<file path="src/rtl/rob_mc.sv">
// Multi-channel reorder buffer: routes tagged reads to NCH channels and returns data in order.
// Optional statistics outputs are enabled with the ROB_MC_STATS_EN macro.
module rob_mc #(
  parameter int unsigned SWIDTH    = 4,
  parameter int unsigned NCH       = 2,
  parameter int unsigned CWIDTH    = 1,
  parameter int unsigned CHSEL_LSB = 2,
  parameter int unsigned AWIDTH    = 32,
  parameter int unsigned DWIDTH    = 32,
  parameter int unsigned PWIDTH    = 10,
  parameter int unsigned IDWIDTH   = 16
) (
  input  logic                     clk,
  input  logic                     rst_,
  input  logic                     req_val,
  input  logic [AWIDTH-1:0]        req_addr,
  input  logic [IDWIDTH-1:0]       req_ID,
  input  logic [PWIDTH-1:0]        req_param,
  output logic                     req_ready,
  output logic                     rsp_val,
  output logic [DWIDTH-1:0]        rsp_data,
  output logic [IDWIDTH-1:0]       rsp_ID,
  output logic [PWIDTH-1:0]        rsp_param,
  input  logic                     rsp_ready,
  output logic [NCH-1:0]           mem_req_val,
  output logic [NCH*AWIDTH-1:0]    mem_req_addr,
  output logic [NCH*SWIDTH-1:0]    mem_req_ID,
  input  logic [NCH-1:0]           mem_req_ready,
  input  logic [NCH-1:0]           mem_rsp_val,
  input  logic [NCH*SWIDTH-1:0]    mem_rsp_ID,
  input  logic [NCH*DWIDTH-1:0]    mem_rsp_data,
  output logic                     err_spurious
`ifdef ROB_MC_STATS_EN
  ,
  output logic [SWIDTH:0]          occupancy,
  output logic [SWIDTH:0]          peak_occupancy,
  output logic [31:0]              stall_cycles
`endif
);

  localparam int unsigned DEPTH = 2**SWIDTH;
  localparam logic [SWIDTH:0] DepthC = DEPTH[SWIDTH:0];

  typedef enum logic [1:0] {StFree, StIssued, StDone} ent_st_e;

  ent_st_e            st_q    [DEPTH];
  ent_st_e            st_d    [DEPTH];
  logic [CWIDTH-1:0]  ech_q   [DEPTH];
  logic [CWIDTH-1:0]  ech_d   [DEPTH];
  logic [DWIDTH-1:0]  data_q  [DEPTH];
  logic [DWIDTH-1:0]  data_d  [DEPTH];
  logic [IDWIDTH-1:0] id_q    [DEPTH];
  logic [IDWIDTH-1:0] id_d    [DEPTH];
  logic [PWIDTH-1:0]  param_q [DEPTH];
  logic [PWIDTH-1:0]  param_d [DEPTH];
  logic [DEPTH-1:0]   hand_q, hand_d;
  logic [DEPTH-1:0]   claim;

  logic [AWIDTH-1:0]  oaddr_q [NCH];
  logic [AWIDTH-1:0]  oaddr_d [NCH];
  logic [SWIDTH-1:0]  otag_q  [NCH];
  logic [SWIDTH-1:0]  otag_d  [NCH];
  logic [NCH-1:0]     oval_q, oval_d;

  logic [SWIDTH-1:0]  head_q, head_d, tail_q, tail_d, rtag;
  logic [SWIDTH:0]    count_q, count_d;
  logic               err_q, err_d;
  logic [31:0]        ch_int;
  logic [CWIDTH-1:0]  ch_sel;
  logic               accept, retire;

  always_comb begin
    ch_int = 32'(req_addr[CHSEL_LSB +: CWIDTH]) % NCH;
    ch_sel = ch_int[CWIDTH-1:0];
  end

  // Gated by reset so every output reads 0 while reset is held.
  assign req_ready = !rst_ && (count_q != DepthC) && (!oval_q[ch_sel] || mem_req_ready[ch_sel]);
  assign accept    = req_val && req_ready;
  assign rsp_val   = (st_q[head_q] == StDone);
  assign retire    = rsp_val && rsp_ready;

  always_comb begin
    st_d    = st_q;
    ech_d   = ech_q;
    data_d  = data_q;
    id_d    = id_q;
    param_d = param_q;
    hand_d  = hand_q;
    oval_d  = oval_q;
    oaddr_d = oaddr_q;
    otag_d  = otag_q;
    head_d  = head_q;
    tail_d  = tail_q;
    err_d   = err_q;
    claim   = '0;
    rtag    = '0;

    for (int c = 0; c < NCH; c++) begin
      if (oval_q[c] && mem_req_ready[c]) begin
        oval_d[c]         = 1'b0;
        hand_d[otag_q[c]] = 1'b1;
      end
    end

    // Lower channels are evaluated first, so they win when two name the same tag.
    for (int c = 0; c < NCH; c++) begin
      if (mem_rsp_val[c]) begin
        rtag = mem_rsp_ID[c*SWIDTH +: SWIDTH];
        if (st_q[rtag] == StIssued && ech_q[rtag] == CWIDTH'(c) && hand_q[rtag] &&
            !claim[rtag]) begin
          claim[rtag]  = 1'b1;
          st_d[rtag]   = StDone;
          data_d[rtag] = mem_rsp_data[c*DWIDTH +: DWIDTH];
        end else begin
          err_d = 1'b1;
        end
      end
    end

    if (retire) begin
      st_d[head_q] = StFree;
      head_d       = head_q + SWIDTH'(1);
    end

    if (accept) begin
      st_d[tail_q]    = StIssued;
      hand_d[tail_q]  = 1'b0;
      ech_d[tail_q]   = ch_sel;
      id_d[tail_q]    = req_ID;
      param_d[tail_q] = req_param;
      oval_d[ch_sel]  = 1'b1;
      oaddr_d[ch_sel] = req_addr;
      otag_d[ch_sel]  = tail_q;
      tail_d          = tail_q + SWIDTH'(1);
    end

    count_d = count_q + {{SWIDTH{1'b0}}, accept} - {{SWIDTH{1'b0}}, retire};
  end

  always_ff @(posedge clk or posedge rst_) begin
    if (rst_) begin
      for (int i = 0; i < DEPTH; i++) begin
        st_q[i]    <= StFree;
        ech_q[i]   <= '0;
        data_q[i]  <= '0;
        id_q[i]    <= '0;
        param_q[i] <= '0;
      end
      for (int c = 0; c < NCH; c++) begin
        oaddr_q[c] <= '0;
        otag_q[c]  <= '0;
      end
      hand_q  <= '0;
      oval_q  <= '0;
      head_q  <= '0;
      tail_q  <= '0;
      count_q <= '0;
      err_q   <= 1'b0;
    end else begin
      st_q    <= st_d;
      ech_q   <= ech_d;
      data_q  <= data_d;
      id_q    <= id_d;
      param_q <= param_d;
      oaddr_q <= oaddr_d;
      otag_q  <= otag_d;
      hand_q  <= hand_d;
      oval_q  <= oval_d;
      head_q  <= head_d;
      tail_q  <= tail_d;
      count_q <= count_d;
      err_q   <= err_d;
    end
  end

  always_comb begin
    mem_req_addr = '0;
    mem_req_ID   = '0;
    for (int c = 0; c < NCH; c++) begin
      mem_req_addr[c*AWIDTH +: AWIDTH] = oaddr_q[c];
      mem_req_ID[c*SWIDTH +: SWIDTH]   = otag_q[c];
    end
  end

  assign mem_req_val  = oval_q;
  assign rsp_data     = data_q[head_q];
  assign rsp_ID       = id_q[head_q];
  assign rsp_param    = param_q[head_q];
  assign err_spurious = err_q;

`ifdef ROB_MC_STATS_EN
  logic [SWIDTH:0] peak_q, peak_d;
  logic [31:0]     stall_q, stall_d;

  always_comb begin
    peak_d  = (count_d > peak_q) ? count_d : peak_q;
    stall_d = stall_q;
    if (req_val && !req_ready && !(&stall_q)) begin
      stall_d = stall_q + 32'd1;
    end
  end

  always_ff @(posedge clk or posedge rst_) begin
    if (rst_) begin
      peak_q  <= '0;
      stall_q <= '0;
    end else begin
      peak_q  <= peak_d;
      stall_q <= stall_d;
    end
  end

  assign occupancy      = count_q;
  assign peak_occupancy = peak_q;
  assign stall_cycles   = stall_q;
`endif

endmodule

</file>
<file path="config.mk">
export PLATFORM = sky130hd
export DESIGN_NAME = rob_mc
export DESIGN_NICKNAME = d
export VERILOG_FILES = /design/src/rtl/rob_mc.sv
export SDC_FILE = /design/constraint.sdc
export NUM_CORES = 2
export LEC_CHECK = 0
export ABC_AREA = 1
export CORE_MARGIN = 2
export CORE_UTILIZATION = 56
export CTS_CLUSTER_DIAMETER = 60
export DETAILED_ROUTE_END_ITERATION = 16
export PLACE_DENSITY_LB_ADDON = 0.12
export SLEW_MARGIN = 20
export SYNTH_ARGS = -nofsm -noshare
export SYNTH_HDL_FRONTEND = slang
export SYNTH_SLANG_ARGS = --single-unit
</file>
<file path="constraint.sdc">
create_clock -name clk -period 46.3 [get_ports clk]
set_input_delay 9.26 -clock clk [delete_from_list [all_inputs] [get_ports clk]]
set_output_delay 9.26 -clock clk [all_outputs]
set_load 0.1 [all_outputs]
</file>
==> qor.yml <==
sta:
  rsz_0062_raised_after_global_routing: "false"
  timing.max_slew.rel_slack: 0.177
  period_share: 0.457
  timing_max_transition_violations_final: 0
  layout_setup_ws_ns: 25.14
  timing.clock.skew_ns: 0.0347
  setup_tns_ns: 0
  hold_violations: 0
  fin_hold_ws_ns: 0.471
  timing.final.setup_violations: 0
  fmax_mhz: 47.3
  post-route-min-period_ns: 21.16
  tightest_slew_ns: 1.23
routing:
  wirelength_um: 218000
  vias_per_cell: 6.17
  route.antenna.remaining_nets: 0
  initialDrtViolationCount: 7622
  drc: 0
  routed_wire_length_per_instance_um: 23.1
  detailedRoute.firstPassIterationCount: 7
  routed-via-count: 58047
job:
  cap_violations: 0
clock_tree:
  cts_root_buffer: "sky130_fd_sc_hd__clkbuf_16"
  cts-htree-levels: 4
  clk_path_buf_depth: 3
  cts.clk_slew.worst_paths_ns: 0.05
  clkLatencyLatePin_ns: 0.77
  tritoncts_num_sinks: 1080
  cts_tree: "done"
  post_cts_resize_count: 0
  cts_buffers: 131
  postCtsSetupRepairBufs: 0
  hold_buffers: 0
placement:
  place.port_buffers: 272
  place_ws_ns: 25.20
  dpl.cell_count: 9170
  hpwl_um: 117000
  gp_congestion: 0.903
critical_path:
  critPathArrivalTime_ns: 11.90
  cp-start-kind: "primary input"
  cp_max_fo: 19
  crit_end: "req_ready"
  worstReg2RegStart: "head_q[1]$_DFFE_PP0P_"
  timing.rr.end: "count_q[4]$_DFF_PP0_"
  crit_required_ns: 37.04
  critPathLaunch: "req_addr[2]"
  critical_path_class: "primary input to primary output"
  cell_count_of_the_worst_reg_to_reg_path: 18
  endpoint_kind: "primary output"
  r2r_slack_ns: 40.91
synthesis:
  syn-mean-instance-area_sq_um: 7.18
  postSynthNetCount: 8305
  synth_top_cell_area_share: 0.462
  post_synth_inst_count: 8152
  synth.yosys.warnings: 0
  synth.ff_latch_count: 1080
  synthDistinctLibCells: 37
  mappedNetlistArea_sq_um: 58600
  yosysTopAreaCell: "sky130_fd_sc_hd__dfrtp_1"
  synth.yosys.seq_area_share: 0.462
  most_area_consuming_cells_after_synthesis: "sky130_fd_sc_hd__dfrtp_1, sky130_fd_sc_hd__nand2_1, sky130_fd_sc_hd__o21ai_0"
grt:
  grt_antenna_before_repair: 11
  number_of_global_route_vias_before_repair: 54494
  grt_start_max_net_pins: 243
  grt_first_pass_wirelength_um: 332000
  grt_use_total: 0.400
  overflow: 0
die:
  row_count: 118
  chipHeight_um: 327
  die_area_sq_um: 107000
  core_sq_um: 104000
  ios: 273
  die_w_um: 327
  initial_utilization: 0.565
pwr:
  power-per-cell-area_nw_per_um2: 75.7
  p_leak_nw: 32.4
  max-vdd-ir-drop_mv: 0.0987
cells_and_area:
  multi_input_comb_area_sq_um: 26400
  most-common-layout-cells: "sky130_fd_sc_hd__nand2_1, sky130_fd_sc_hd__dfrtp_1, sky130_fd_sc_hd__o21ai_0"
  finalNetCount: 8077
  final_common_cell: "sky130_fd_sc_hd__nand2_1"
  regArea_sq_um: 27000
  final_layout_size_suffix_gt1_frac: 0.0528
  finish.cell_count_without_fillers: 9409
  post-route-util: 0.635
  area_growth_syn_to_layout_pct: 12.4
  fillers: 9256
hold_path:
  worst_hold_startpoint: "mem_req_addr[34]$_DFFE_PP0P_"
  hold_path.class: "flip-flop to flip-flop"
run_status:
  run_status: "completed"
==> flip-flops by register name, indices dropped and copies added, names as in the netlist <==
name,flops
head_q,4
count_q,5
mem_req_ID,8
id_q,256
data_q,512
mem_req_addr,64
mem_req_val,2
tail_q,4
err_spurious,1
hand_q,16
ech_q,16
st_q,32
param_q,160
==> logic make-up after synthesis <==
kind of cell / Yosys count / share of synthesized area
buf+inv: 1429 / 0.0945
compound gates: 1511 / 0.137
simple gates: 4107 / 0.302
flops: 1080 / 0.462
fa+ha+maj: 15 / 0.00333
xor+xnor: 10 / 0.00150
==> routing by layer <==
metal,GRT usage,vias up,routed length (um),share of wire
met1,0.532,27202,82600,0.38
met3,0.104,827,27100,0.12
met2,0.594,3783,94600,0.43
met5,0,-,108,0.00050
li1,-,26219,-,-
met4,0.232,16,13300,0.061
==> cells in the mapped netlist <==
library cell and n:
sky130_fd_sc_hd__dfrtp_1 1080, sky130_fd_sc_hd__nand2_1 2635, sky130_fd_sc_hd__fa_1 1, sky130_fd_sc_hd__buf_1 30
sky130_fd_sc_hd__ha_1 14, sky130_fd_sc_hd__nand4_1 557, sky130_fd_sc_hd__buf_2 117, sky130_fd_sc_hd__nor2_4 3
sky130_fd_sc_hd__buf_6 1, sky130_fd_sc_hd__a21oi_1 306, sky130_fd_sc_hd__nand3_2 23, sky130_fd_sc_hd__o311ai_0 1
sky130_fd_sc_hd__xnor2_1 1, sky130_fd_sc_hd__o211ai_1 2, sky130_fd_sc_hd__inv_1 674, sky130_fd_sc_hd__nand3_1 528
sky130_fd_sc_hd__a21boi_0 32, sky130_fd_sc_hd__xor2_1 9, sky130_fd_sc_hd__clkinv_1 4, sky130_fd_sc_hd__a211o_1 1
sky130_fd_sc_hd__nor3_1 11, sky130_fd_sc_hd__o22ai_1 105, sky130_fd_sc_hd__nor2_1 339, sky130_fd_sc_hd__o21bai_1 5
sky130_fd_sc_hd__o31ai_1 2, sky130_fd_sc_hd__o21ai_0 1017, sky130_fd_sc_hd__nor3_2 1, sky130_fd_sc_hd__o221ai_1 5
sky130_fd_sc_hd__nand4_2 1, sky130_fd_sc_hd__o21ai_1 2, sky130_fd_sc_hd__nand2_2 2, sky130_fd_sc_hd__nor2_2 7
sky130_fd_sc_hd__clkbuf_1 593, sky130_fd_sc_hd__inv_2 5, sky130_fd_sc_hd__a2111o_1 32, sky130_fd_sc_hd__buf_4 5
sky130_fd_sc_hd__a311oi_1 1
==> how the worst min path moves through the flow <==
stage,to,cells past startpoint
floorplan,id_q[144]$_DFFE_PP0P_,2
global placement,mem_req_addr[34]$_DFFE_PP0P_,2
detailed placement,mem_req_addr[34]$_DFFE_PP0P_,2
CTS,mem_req_addr[34]$_DFFE_PP0P_,2
global route,param_q[101]$_DFFE_PP0P_,2
finish,mem_req_addr[34]$_DFFE_PP0P_,2
==> where the power goes <==
part	internal (mW)	leakage, nW	total, mW	switching, mW
Clock	0.629	2.17	1.06	0.430
Sequential	1.36	12.8	1.58	0.219
Combinational	0.657	17.4	2.34	1.68
Total	2.65	32.4	4.98	2.33
==> area by class of cell <==
class | count | share of cell area
Antenna cell | 3 | 0.000114
Clock buffer | 192 | 0.0595
Clock inverter | 43 | 0.00766
Inverter | 683 | 0.0393
Multi-Input combinational cell | 5643 | 0.401
Sequential cell | 1080 | 0.411
Tap cell | 1380 | 0.0262
Timing Repair Buffer | 385 | 0.0559
==> critical path, cell delays in order <==
cell and delay, ns:
sky130_fd_sc_hd__clkdlybuf4s50_1 0.50, sky130_fd_sc_hd__inv_2 0.31, sky130_fd_sc_hd__o21ai_0 0.25, sky130_fd_sc_hd__a311oi_1 0.36
sky130_fd_sc_hd__clkdlybuf4s50_1 1.21
==> metrics by stage <==
| stage | instance area, sq um | total power, mW |
|---|---|---|
| finish | 65800 | 4.98 |
| global route | 65800 | 5.28 |
| CTS | 65700 | 4.96 |
| detailed placement | 61300 | 3.89 |
| global placement | 61300 | 3.84 |
| floorplan | 58600 | 3.31 |
Power figures use the tool's default switching activity.
